File: src/rtl/line_addr_gen_pkg.sv
// Shared widths, derived constants and state type for the cache-line burst address generator.
package line_addr_gen_pkg;

  localparam int unsigned ADDRESS_BITS       = 32;
  localparam int unsigned OFFSET_BITS        = 6;
  localparam int unsigned INDEX_BITS         = 14;
  localparam int unsigned TAG_BITS           = 12;
  localparam int unsigned DEFAULT_WORD_BYTES = 4;

  // Word-select field width; kept at least one bit wide so ports never collapse to zero width.
  localparam int unsigned WSEL_BITS = OFFSET_BITS - $clog2(DEFAULT_WORD_BYTES);
  localparam int unsigned WSEL_W    = (WSEL_BITS > 0) ? WSEL_BITS : 1;

  typedef enum logic [0:0] {
    IDLE,
    BURST
  } line_state_e;

  function automatic int unsigned beats_per_line(input int unsigned wsel_bits);
    return 32'd1 << wsel_bits;
  endfunction

endpackage

File: src/rtl/line_addr_gen_if.sv
// Request and bus-beat signals between a line requester/consumer and the burst address generator.
interface line_addr_gen_if;
  import line_addr_gen_pkg::*;

  logic                    req_valid;
  logic                    req_ready;
  logic [TAG_BITS-1:0]     req_tag;
  logic [INDEX_BITS-1:0]   req_index;
  logic                    req_write;
  logic [WSEL_W-1:0]       req_word;

  logic                    bus_valid;
  logic                    bus_ready;
  logic [ADDRESS_BITS-1:0] bus_addr;
  logic                    bus_write;
  logic                    bus_last;
  logic                    done;

  // Generator side.
  modport slave (
    input  req_valid, req_tag, req_index, req_write, req_word, bus_ready,
    output req_ready, bus_valid, bus_addr, bus_write, bus_last, done
  );

  // Requester / downstream side.
  modport master (
    output req_valid, req_tag, req_index, req_write, req_word, bus_ready,
    input  req_ready, bus_valid, bus_addr, bus_write, bus_last, done
  );

endinterface

File: src/rtl/line_addr_gen_address_compose.sv
// Rebuilds a word-aligned byte address from tag, index and word fields; mirror of the address split.
module address_compose
  import line_addr_gen_pkg::*;
#(
  parameter int unsigned WordBytes = DEFAULT_WORD_BYTES
) (
  input  logic [TAG_BITS-1:0]     tag_i,
  input  logic [INDEX_BITS-1:0]   index_i,
  input  logic [WSEL_W-1:0]       word_i,
  output logic [ADDRESS_BITS-1:0] addr_o
);

  localparam int unsigned ByteBits = $clog2(WordBytes);
  localparam int unsigned WselBits = OFFSET_BITS - ByteBits;

  logic [ADDRESS_BITS-1:0] line_base;
  logic [ADDRESS_BITS-1:0] word_off;

  // Fields occupy disjoint bit ranges, so OR-ing them is a pure concatenation with no carry.
  always_comb begin
    line_base = ADDRESS_BITS'({tag_i, index_i}) << OFFSET_BITS;
  end

  if (WselBits > 0) begin : g_word
    always_comb begin
      word_off = ADDRESS_BITS'(word_i[WselBits-1:0]) << ByteBits;
    end
  end else begin : g_no_word
    always_comb begin
      word_off = '0;
    end
  end

  always_comb begin
    addr_o = line_base | word_off;
  end

endmodule

File: src/rtl/line_addr_gen.sv
// Burst address generator: walks every word of a cache line, critical word first for fills.
module line_addr_gen
  import line_addr_gen_pkg::*;
#(
  parameter int unsigned WORD_BYTES = DEFAULT_WORD_BYTES
) (
  input logic           clk,
  input logic           rst_n,
  line_addr_gen_if.slave lag
);

  localparam int unsigned WselBits = OFFSET_BITS - $clog2(WORD_BYTES);
  localparam int unsigned WselW    = (WselBits > 0) ? WselBits : 1;
  localparam int unsigned Beats    = beats_per_line(WselBits);
  localparam logic [WselW-1:0] LastBeat = WselW'(Beats - 1);

  line_state_e             state_q;
  logic [TAG_BITS-1:0]     tag_q;
  logic [INDEX_BITS-1:0]   index_q;
  logic                    write_q;
  logic [WselW-1:0]        word_q;
  logic [WselW-1:0]        beat_q;
  logic                    done_q;
  logic [WSEL_W-1:0]       word_addr;
  logic [ADDRESS_BITS-1:0] addr;

  always_ff @(posedge clk or negedge rst_n) begin
    if (!rst_n) begin
      state_q <= IDLE;
      tag_q   <= '0;
      index_q <= '0;
      write_q <= 1'b0;
      word_q  <= '0;
      beat_q  <= '0;
      done_q  <= 1'b0;
    end else begin
      done_q <= 1'b0;
      unique case (state_q)
        IDLE: begin
          if (lag.req_valid) begin
            tag_q   <= lag.req_tag;
            index_q <= lag.req_index;
            write_q <= lag.req_write;
            // Writebacks always stream the line in order from word 0.
            word_q  <= lag.req_write ? '0 : lag.req_word[WselW-1:0];
            beat_q  <= '0;
            state_q <= BURST;
          end
        end
        BURST: begin
          if (lag.bus_ready) begin
            if (beat_q == LastBeat) begin
              state_q <= IDLE;
              done_q  <= 1'b1;
            end else begin
              beat_q <= beat_q + 1'b1;
              // Natural overflow gives the wrap from the last word back to word 0.
              word_q <= word_q + 1'b1;
            end
          end
        end
        default: state_q <= IDLE;
      endcase
    end
  end

  always_comb begin
    word_addr            = '0;
    word_addr[WselW-1:0] = word_q;
  end

  address_compose #(
    .WordBytes (WORD_BYTES)
  ) u_address_compose (
    .tag_i   (tag_q),
    .index_i (index_q),
    .word_i  (word_addr),
    .addr_o  (addr)
  );

  always_comb begin
    lag.req_ready = (state_q == IDLE);
    lag.bus_valid = (state_q == BURST);
    lag.bus_last  = (state_q == BURST) && (beat_q == LastBeat);
    lag.bus_addr  = addr;
    lag.bus_write = write_q;
    lag.done      = done_q;
  end

endmodule

File: src/flat_wrapper.sv
// flat-port wrapper written by rule: the top's interface ports become plain ports
module line_addr_gen_flat import line_addr_gen_pkg::*;
#(
  parameter int unsigned WORD_BYTES = DEFAULT_WORD_BYTES
)
  (clk, rst_n, lag_req_valid, lag_req_tag, lag_req_index, lag_req_write, lag_req_word, lag_bus_ready, lag_req_ready, lag_bus_valid, lag_bus_addr, lag_bus_write, lag_bus_last, lag_done);
  line_addr_gen_if lag_i ();
  input logic clk;
  input logic rst_n;
  input wire logic [$bits(lag_i.req_valid)-1:0] lag_req_valid;
  input wire logic [$bits(lag_i.req_tag)-1:0] lag_req_tag;
  input wire logic [$bits(lag_i.req_index)-1:0] lag_req_index;
  input wire logic [$bits(lag_i.req_write)-1:0] lag_req_write;
  input wire logic [$bits(lag_i.req_word)-1:0] lag_req_word;
  input wire logic [$bits(lag_i.bus_ready)-1:0] lag_bus_ready;
  output wire logic [$bits(lag_i.req_ready)-1:0] lag_req_ready;
  output wire logic [$bits(lag_i.bus_valid)-1:0] lag_bus_valid;
  output wire logic [$bits(lag_i.bus_addr)-1:0] lag_bus_addr;
  output wire logic [$bits(lag_i.bus_write)-1:0] lag_bus_write;
  output wire logic [$bits(lag_i.bus_last)-1:0] lag_bus_last;
  output wire logic [$bits(lag_i.done)-1:0] lag_done;
  assign lag_i.req_valid = lag_req_valid;
  assign lag_i.req_tag = lag_req_tag;
  assign lag_i.req_index = lag_req_index;
  assign lag_i.req_write = lag_req_write;
  assign lag_i.req_word = lag_req_word;
  assign lag_i.bus_ready = lag_bus_ready;
  assign lag_req_ready = lag_i.req_ready;
  assign lag_bus_valid = lag_i.bus_valid;
  assign lag_bus_addr = lag_i.bus_addr;
  assign lag_bus_write = lag_i.bus_write;
  assign lag_bus_last = lag_i.bus_last;
  assign lag_done = lag_i.done;
  line_addr_gen #(.WORD_BYTES(WORD_BYTES)) u_core (.clk(clk), .rst_n(rst_n), .lag(lag_i));
endmodule
File: config.mk
export PLATFORM = sky130hd
export DESIGN_NAME = line_addr_gen_flat
export DESIGN_NICKNAME = d
export VERILOG_FILES = /design/src/rtl/line_addr_gen_pkg.sv /design/src/rtl/line_addr_gen_if.sv /design/src/rtl/line_addr_gen_address_compose.sv /design/src/rtl/line_addr_gen.sv /design/src/flat_wrapper.sv
export SDC_FILE = /design/constraint.sdc
export NUM_CORES = 1
export LEC_CHECK = 0
export ABC_AREA = 1
export BUFFER_PORTS_ARGS = -buffer_cell sky130_fd_sc_hd__clkbuf_2
export CORE_AREA = 5 5 55 76
export CTS_BUF_LIST = sky130_fd_sc_hd__clkbuf_4 sky130_fd_sc_hd__clkbuf_8 sky130_fd_sc_hd__clkbuf_16
export CTS_CLUSTER_DIAMETER = 30
export CTS_CLUSTER_SIZE = 16
export DETAILED_ROUTE_END_ITERATION = 10
export DIE_AREA = 0 0 60 81
export PLACE_DENSITY = 0.87
export SKIP_CTS_REPAIR_TIMING = 1
export SLEW_MARGIN = 40
export SYNTH_ARGS = -nofsm -noshare
export SYNTH_HDL_FRONTEND = slang
export SYNTH_SLANG_ARGS = --single-unit
File: constraint.sdc
create_clock -name clk -period 2.1 [get_ports clk]
set_clock_uncertainty 0.1 [all_clocks]
set_input_delay 0 -clock clk [delete_from_list [all_inputs] [get_ports clk]]
set_output_delay 0 -clock clk [all_outputs]
set_load 0.01 [all_outputs]
## Word-level counts from Yosys, hierarchy flattened

Index checks and enable logic that the tools add are counted.

| storage, ports and cells | value |
|---|---|
| output and inout bits | 37 |
| bits in registers | 37 |
| bits of input ports | 35 |
| logic and storage cells | 34 |

| cells by class | value |
|---|---|
| eq/ne operators | 4 |
| reduce and logical (&&, ||, !) cells | 3 |
| bitwise gates (word level) | 2 |
| muxes and demuxes | 16 |
| add/sub/neg operators | 2 |

Operator list:

| kind | count |
|---|---|
| bitwise OR 32 x 6 -> 32 bit | 1 |
| 2-to-1 mux 4 bit | 7 |
| one-hot mux 4 bit (2 select lines) | 2 |
| adder 4 x 1 -> 4 bit (second input constant) | 2 |
| 2-to-1 mux 1 bit | 6 |
| != test 2 bit (second input constant) | 3 |
| == test 4 bit (second input constant) | 1 |
| AND reduction 3 bit | 1 |
| one-hot mux 1 bit (2 select lines) | 1 |
| AND reduction 2 bit | 1 |
| logical AND 1 bit | 1 |
| inverter 1 bit | 1 |

## Logic depth before layout (Yosys ltp)

Gate-level depths: netlist of run 1.

| logic depth | value |
|---|---|
| word-level depth | 4 |
| gate-level depth with buffers | 8 |
| mapped depth without buffers | 7 |

## By module

From an unflattened synthesis of run 1, not the netlist that was laid out.

| second synthesis, totals | value |
|---|---|
| cell total of the unflattened synthesis | 217 |
| area total of the unflattened synthesis | 1824.2 um2 |

By module, submodules not included:

| module | cells each | times used | sequential area each (um2) | area each (um2) |
|---|---|---|---|---|
| line_addr_gen | 184 | 1 | 925.9 | 1580.3 |
| address_compose | 33 | 1 | 0.0 | 244.0 |

## Least setup slack after synthesis of run 1

No wires, ideal clock.

| path | value |
|---|---|
| kind | register -> register |
| from | reg u_core.state_q, in the netlist u_core.lag.bus_valid |
| to | reg u_core.index_q[10] |
| required time | 1.875 ns |
| slack | 0.639 ns |
| buffers on the path | 3 |
| data arrival time | 1.236 ns |
| stages on the path, launching flop included | 7 |
| clock period less this slack | 1.461 ns |
| cell sequence | dfrtp_1 > buf_6 > clkinv_4 > nand2_2 > buf_6 > buf_8 > mux2_4 |

| on the way | value |
|---|---|
| word-level cells in the longest chain between the ends | 2 |

RTL lines:

| element | line | source |
|---|---|---|
| from (decl) | line_addr_gen.sv:17 | `line_state_e state_q;` |
| from (signal assigned) | line_addr_gen.sv:29 | `state_q <= IDLE;` |
| from (signal assigned) | line_addr_gen.sv:47 | `state_q <= BURST;` |
| from (signal assigned) | line_addr_gen.sv:53 | `state_q <= IDLE;` |
| inverter 1 bit | n/a |  |
| net lag_req_ready | flat_wrapper.sv:16 | `output wire logic [$bits(lag_i.req_ready)-1:0] lag_req_ready;` |
| AND reduction 2 bit (no line) | n/a |  |
| to (signal assigned) | line_addr_gen.sv:42 | `index_q <= lag.req_index;` |
| to (decl) | line_addr_gen.sv:19 | `logic [INDEX_BITS-1:0] index_q;` |

The timed path passes the listed nets, and every way through them passes these cells.
A chain may end at the register's enable or synchronous reset.

## Worst setup path after layout of run 1

| path | value |
|---|---|
| from | reg u_core.state_q, in the netlist u_core.lag.bus_valid |
| to | reg u_core.tag_q[1] |

| on the way | value |
|---|---|
| word-level cells in the longest chain between the ends | 2 |

RTL lines:

| element | line | source |
|---|---|---|
| inverter 1 bit | n/a |  |
| AND reduction 2 bit (no line) | n/a |  |
| to (signal assigned) | line_addr_gen.sv:41 | `tag_q <= lag.req_tag;` |
| to (decl) | line_addr_gen.sv:18 | `logic [TAG_BITS-1:0] tag_q;` |

Every way passes these cells.

==> metrics.txt, run 1 <==
GPL Wtd Cong 0.845; register area share after synthesis 58.2%; clk_lat worst skew 0.28 ns; Leak 1.29 nW; period utilisation layout 79.9%; max_cap viols 0; status finished with violations; unrepaired setup endpoints after global routing no; synth top area cells dfrtp_1, mux2_2, mux2_4; Starting Density 47.1%; Fmax achieved 0.596 GHz; drt wl/cell 13.7 µm; DRC Markers 0; port bufs 69; ant diodes 0; worst setup path category flip-flop to flip-flop; die outline width 60 µm; Worst R2R Path Depth 4; Longest Clk Path Bufs 2; die area 0.00486 mm²; Syn. warnings 0; failing checks hold timing; Worst EP required 2.16 ns; Worst Path Buf+Inv 2; crit path cell chain clkinv_4, nand2_2, buf_12, mux2_2; non-filler instance count after layout 275; clock sink total 37; TritonCTS Buffers 5; CTS tree yes; Hold Fails Final Rpt 1; IO Pins 72; CP Launch Type flip-flop; share of layout cells above drive strength 1 46.4%; Yosys top cell by area dfrtp_1; Hold Crit Depth 5; Die Y 81 µm; vias in the first global route 1,184; Yosys top cell area share 58.2%; Hold WC Path Type primary input to flip-flop; WHS -0.0347 ns; Crit path depth 4; final antenna-violating net count 0; Slowest Stage Delay on Critical Path 0.52 ns; CTS root buf clkbuf_8; first-pass GRT wire length 5090 µm; flop2flop setup slack 0.42 ns; Final Instance Area 0.00238 mm²; cell count after synthesis 129; Worst-path clk slew 0.07 ns; Max Slew Vio Count 0; Tmin final 1.68 ns; Global Route Usage Sum 14.1%; family with the most delay on the worst path flip-flops; Setup TNS 0 ns; PwrDens 1260 mW/mm²; CP max FO 18; synthesized flop and latch total 37; DR vias 1,299; initial antenna violation count 0; Syn Area/Cell 12.3 µm²; P&R area growth vs syn 49.8%; crit path DAT 1.74 ns; Final Setup Violations 0; Power, Total 2.99 mW; final WL 3770 µm; Worst Setup End Kind flip-flop; synthesized area 0.00159 mm²; largest net degree at the start of global routing 38; Slowest cell on crit path dfrtp_1; H-tree depth 2; Iteration-0 DRC Markers 41; Post-Place Cell Area 0.00195 mm²; fillers 243; Final nets 271; Worst VDD drop 908 µV; DRT Pass-1 Iters 4; row count 25; Core ar. 0.00338 mm²; Post-Place Cells 234; post-DP HPWL 2570 µm; vias per std cell 4.72; Cell variety after synth 19; grt total ovfl 0
## synth_stat cells
| cell | count |
|---|---|
| dfrtp_1 | 37 |
| nor2_1 | 14 |
| a21oi_1 | 1 |
| mux2_2 | 18 |
| buf_4 | 3 |
| o21ai_0 | 3 |
| nand3_1 | 4 |
| mux2_4 | 9 |
| buf_8 | 1 |
| conb_1 | 1 |
| o21ai_1 | 2 |
| buf_6 | 2 |
| clkinv_4 | 1 |
| a22oi_1 | 1 |
| nand2_2 | 2 |
| or2_2 | 1 |
| nand2_1 | 23 |
| ha_1 | 2 |
| inv_1 | 4 |
## worst min-delay path, stage by stage
cell and delay, ns:
clkbuf_2 0.08, nand2_1 0.05, nand2_1 0.06, nor2_1 0.05, nor2_1 0.07
## worst paths after layout
kind	start	to
hold reg to reg	u_core.index_q[1]	u_core.index_q[1]
min in group asynchronous	rst_n	u_core.tag_q[2]
max in group asynchronous	rst_n	u_core.index_q[7]
setup / recovery	u_core.lag.bus_valid	u_core.tag_q[1]
hold / removal	lag_req_word[3]	u_core.word_addr[3]
setup reg to reg	u_core.lag.bus_valid	u_core.tag_q[1]
## registers in the layout, summed over array words and instances, names as in the netlist
signal / cells
u_core.lag.bus_write: 1
u_core.lag.done: 1
u_core.tag_q: 12
u_core.beat_q: 4
u_core.word_addr: 4
u_core.lag.bus_valid: 1
u_core.index_q: 14
## per-layer routing
layer | routed length, µm | global-route usage, % | up-vias
met4 | 105 | 7.98 | 0
met5 | 0 | 0 | -
met2 | 2200 | 26.5 | 41
li1 | - | - | 625
met1 | 1270 | 14.2 | 624
met3 | 200 | 2.23 | 9
## cell usage in the layout (no fill, tap or decap)
master,n
o21ai_0,3
mux2_2,18
nand2_1,23
nand2_2,2
dfrtp_1,37
clkbuf_4,1
clkbuf_8,7
clkinv_4,1
o21ai_1,2
a22oi_1,1
nand3_1,4
conb_1,2
clkbuf_2,68
mux2_4,9
nor2_1,14
inv_1,4
clkinv_2,1
a21oi_1,1
dlygate4sd3_1,33
buf_12,1
or2_2,1
ha_1,2
## logic make-up (layout without fill, tap and decap cells)
| kind of cell | after synthesis | after routing | synth area share [%] |
|---|---|---|---|
| simple gates | 44 | 44 | 11.2 |
| flops | 37 | 37 | 58.2 |
| mux | 27 | 27 | 21.2 |
| buf+inv | 11 | 116 | 5.27 |
| compound gates | 7 | 7 | 2.36 |
| fa+ha+maj | 2 | 2 | 1.57 |
| other cells | 1 | 2 | 0.236 |
## metrics by stage
step	worst slack [ns]	utilization, %
6_report	0.422	70.6
5_1_grt	0.339	70.6
2_1_floorplan	0.639	-
4_1_cts	0.421	60.8
3_5_place_dp	0.430	57.8
3_3_place_gp	0.458	57.7
## cell type report
cell class / count / area, µm² / area share [%]
sequential: 37 / 926 / 38.8
timing repair buffer: 103 / 698 / 29.3
inverter: 5 / 23.8 / 0.997
tap: 40 / 50.0 / 2.10
clock buffer: 7 / 96.3 / 4.04
clock inverter: 1 / 5.00 / 0.210
multi-input combinational: 82 / 586 / 24.6
## power breakdown
| part | internal [mW] | switching (mW) |
|---|---|---|
| logic | 0.633 | 0.553 |
| clock network | 0.296 | 0.229 |
| registers | 1.05 | 0.229 |
| total | 1.98 | 1.01 |
No activity file was read; power rests on OpenSTA's default activity.
==> inputs of run 2 (changes only) <==
ABC_AREA = 0   (was 1)
CORE_AREA = 5 5 59 82   (was 5 5 55 76)
DIE_AREA = 0 0 64 87   (was 0 0 60 81)
PLACE_DENSITY = 0.79   (was 0.87)
clock period = 1.4 ns   (was 2.1 ns; I/O delays follow)
==> run 2 against run 1 <==
  * The run ends with hold timing, setup timing left
  * Hold slack better by 0.030 ns
  * Non-clock buffer count up 17
  * Final area up 8.6%
  * Global-route usage up 0.23 points
  * Fmax up 13%
  * Synthesized cell count up 36%
  * Combinational power up 60%
  * Clock power up 75%
  * Register-to-register slack worse by 0.51 ns
  * Routed wire length up 22%
  * Critical path depth unchanged
  * Critical path type unchanged
  * Highest routed layer unchanged
==> metrics.txt, run 2 <==
port bufs 69; Leak 1.39 nW; Tmin final 1.49 ns; WHS -0.00487 ns; post-DP HPWL 2920 µm; Max Slew Vio Count 0; DRT Pass-1 Iters 3; Final nets 330; Yosys top cell by area dfrtp_1; CTS tree yes; ant diodes 0; CP Launch Type flip-flop; synthesized flop and latch total 37; Worst Setup End Kind flip-flop; IO Pins 72; vias per std cell 4.63; most frequent cells in the layout nand2_1, clkbuf_2, dfrtp_1; Global Route Usage Sum 14.4%; Longest Clk Path Bufs 2; worst setup path category flip-flop to flip-flop; register area share after synthesis 57.9%; PwrDens 1800 mW/mm²; Critical path origin u_core.beat_q[0]; Worst-path clk slew 0.07 ns; Yosys top cell area share 57.9%; grt total ovfl 0; CP max FO 6; Syn. warnings 0; synthesized area 0.00160 mm²; fillers 363; Fmax achieved 0.671 GHz; number of synthesized flops with an enable pin 0; commonest non-fill, non-tap cell in the layout nand2_1; GPL Wtd Cong 0.821; PnR worst setup slack -0.0913 ns; Power, Total 4.67 mW; R2R Path End u_core.word_addr[3]; status finished with violations; dpl ws -0.124 ns; Worst VDD drop 1560 µV; initial antenna violation count 0; clock sink total 37; Setup crit end u_core.word_addr[3]; max_cap viols 0; share of layout cells above drive strength 1 36.1%; Worst R2R Start u_core.beat_q[0]; Starting Density 39.0%; final antenna-violating net count 0; die area 0.00557 mm²; DR vias 1,570; clk_lat worst skew 0.28 ns; Final Setup Violations 5; max reg flops 14; ys async rst share 100%; H-tree depth 2; P&R area growth vs syn 61.9%; Cell variety after synth 35; Hold WC Path Type primary input to flip-flop; cell count after synthesis 175; Iteration-0 DRC Markers 42; crit path DAT 1.56 ns; Reg area 926 µm²; die outline width 64 µm; final WL 4600 µm; row count 28; Syn Area/Cell 9.14 µm²; ys flop type dfrtp_1; top-count cell post-synth nand2_1; period utilisation layout 107%; flop2flop setup slack -0.09 ns; Reg with most FFs u_core.index_q; Die Y 87 µm; Core ar. 0.00410 mm²; first-pass GRT wire length 6380 µm; synth top area cells dfrtp_1, nand2_1, buf_2; failing checks hold timing, setup timing; Worst EP required 1.47 ns; vias in the first global route 1,469; largest net degree at the start of global routing 20; Hold Fails Final Rpt 1; Top Registers u_core.index_q (14), u_core.tag_q (12); Worst R2R Path Depth 4; Post-synth top cells nand2_1, dfrtp_1, buf_2, nor2_1; DRC Markers 0; Multi-input gate area 626 µm²; drt wl/cell 13.6 µm; unrepaired setup endpoints after global routing yes; CTS root buf clkbuf_8; TritonCTS Buffers 5
[run 2: worst min-delay path by stage]
stage	from	slack, ns	to	depth (start not counted)
3_3_place_gp	rst_n	-0.12	u_core.index_q[10]	1
4_1_cts	rst_n	-0.43	u_core.index_q[7]	1
5_1_grt	lag_bus_ready	0.01	u_core.beat_q[1]	3
2_1_floorplan	rst_n	-0.40	u_core.beat_q[0]	0
3_5_place_dp	rst_n	-0.11	u_core.index_q[9]	1
6_report	lag_bus_ready	-0.005	u_core.beat_q[1]	3
[run 2: cell type report]
cell class,count,share of cell area [%]
well taps,45,2.17
inverters,5,0.725
clock buffers,5,2.66
clock inverters,3,1.79
flip-flops and latches,37,35.8
multi-input cells,124,24.2
repair buffers,120,32.7
[run 2: power breakdown]
part / switching (mW) / leakage [nW] / internal, mW / total [mW]
clock: 0.385 / 0.0543 / 0.533 / 0.917
combinational: 0.963 / 0.877 / 0.941 / 1.90
sequential: 0.310 / 0.454 / 1.54 / 1.85
[run 2: worst max-delay path, stage by stage (launching register included)]
cell	delay, ns
dfrtp_1	0.39
ha_2	0.20
and4_4	0.17
or2_4	0.26
a211o_1	0.26
[run 2: per-stage QoR]
stage | utilization (%) | instances | hold slack (ns) | TNS [ns] | cell area [µm²]
6_report | 63.2 | 339 | -0.00487 | -0.278 | 2590
3_3_place_gp | 50.1 | 292 | -0.117 | -0.256 | 2050
4_1_cts | 52.9 | 300 | -0.426 | -0.561 | 2170
3_5_place_dp | 50.1 | 292 | -0.109 | -0.403 | 2050
5_1_grt | 63.2 | 339 | 0.0144 | -0.707 | 2590
2_1_floorplan | - | 176 | -0.396 | -0.597 | 1610
[run 2: logic make-up after synthesis]
group	Yosys count	synth area share, %
multiplexers	2	1.33
AND/OR/NAND/NOR	101	26.3
other	1	0.235
buffers and inverters	15	4.85
flip-flops	37	57.9
adder cells (fa/ha/maj)	2	1.56
AO/OA/AOI/OAI	17	7.82
[run 2: layer usage]
layer / GRT usage, % / wire (µm) / up-vias
li1: - / - / 793
met1: 15.6 / 1660 / 714
met2: 25.5 / 2510 / 52
met3: 4.52 / 297 / 11
met4: 5.67 / 128 / 0
met5: 0 / 0 / -
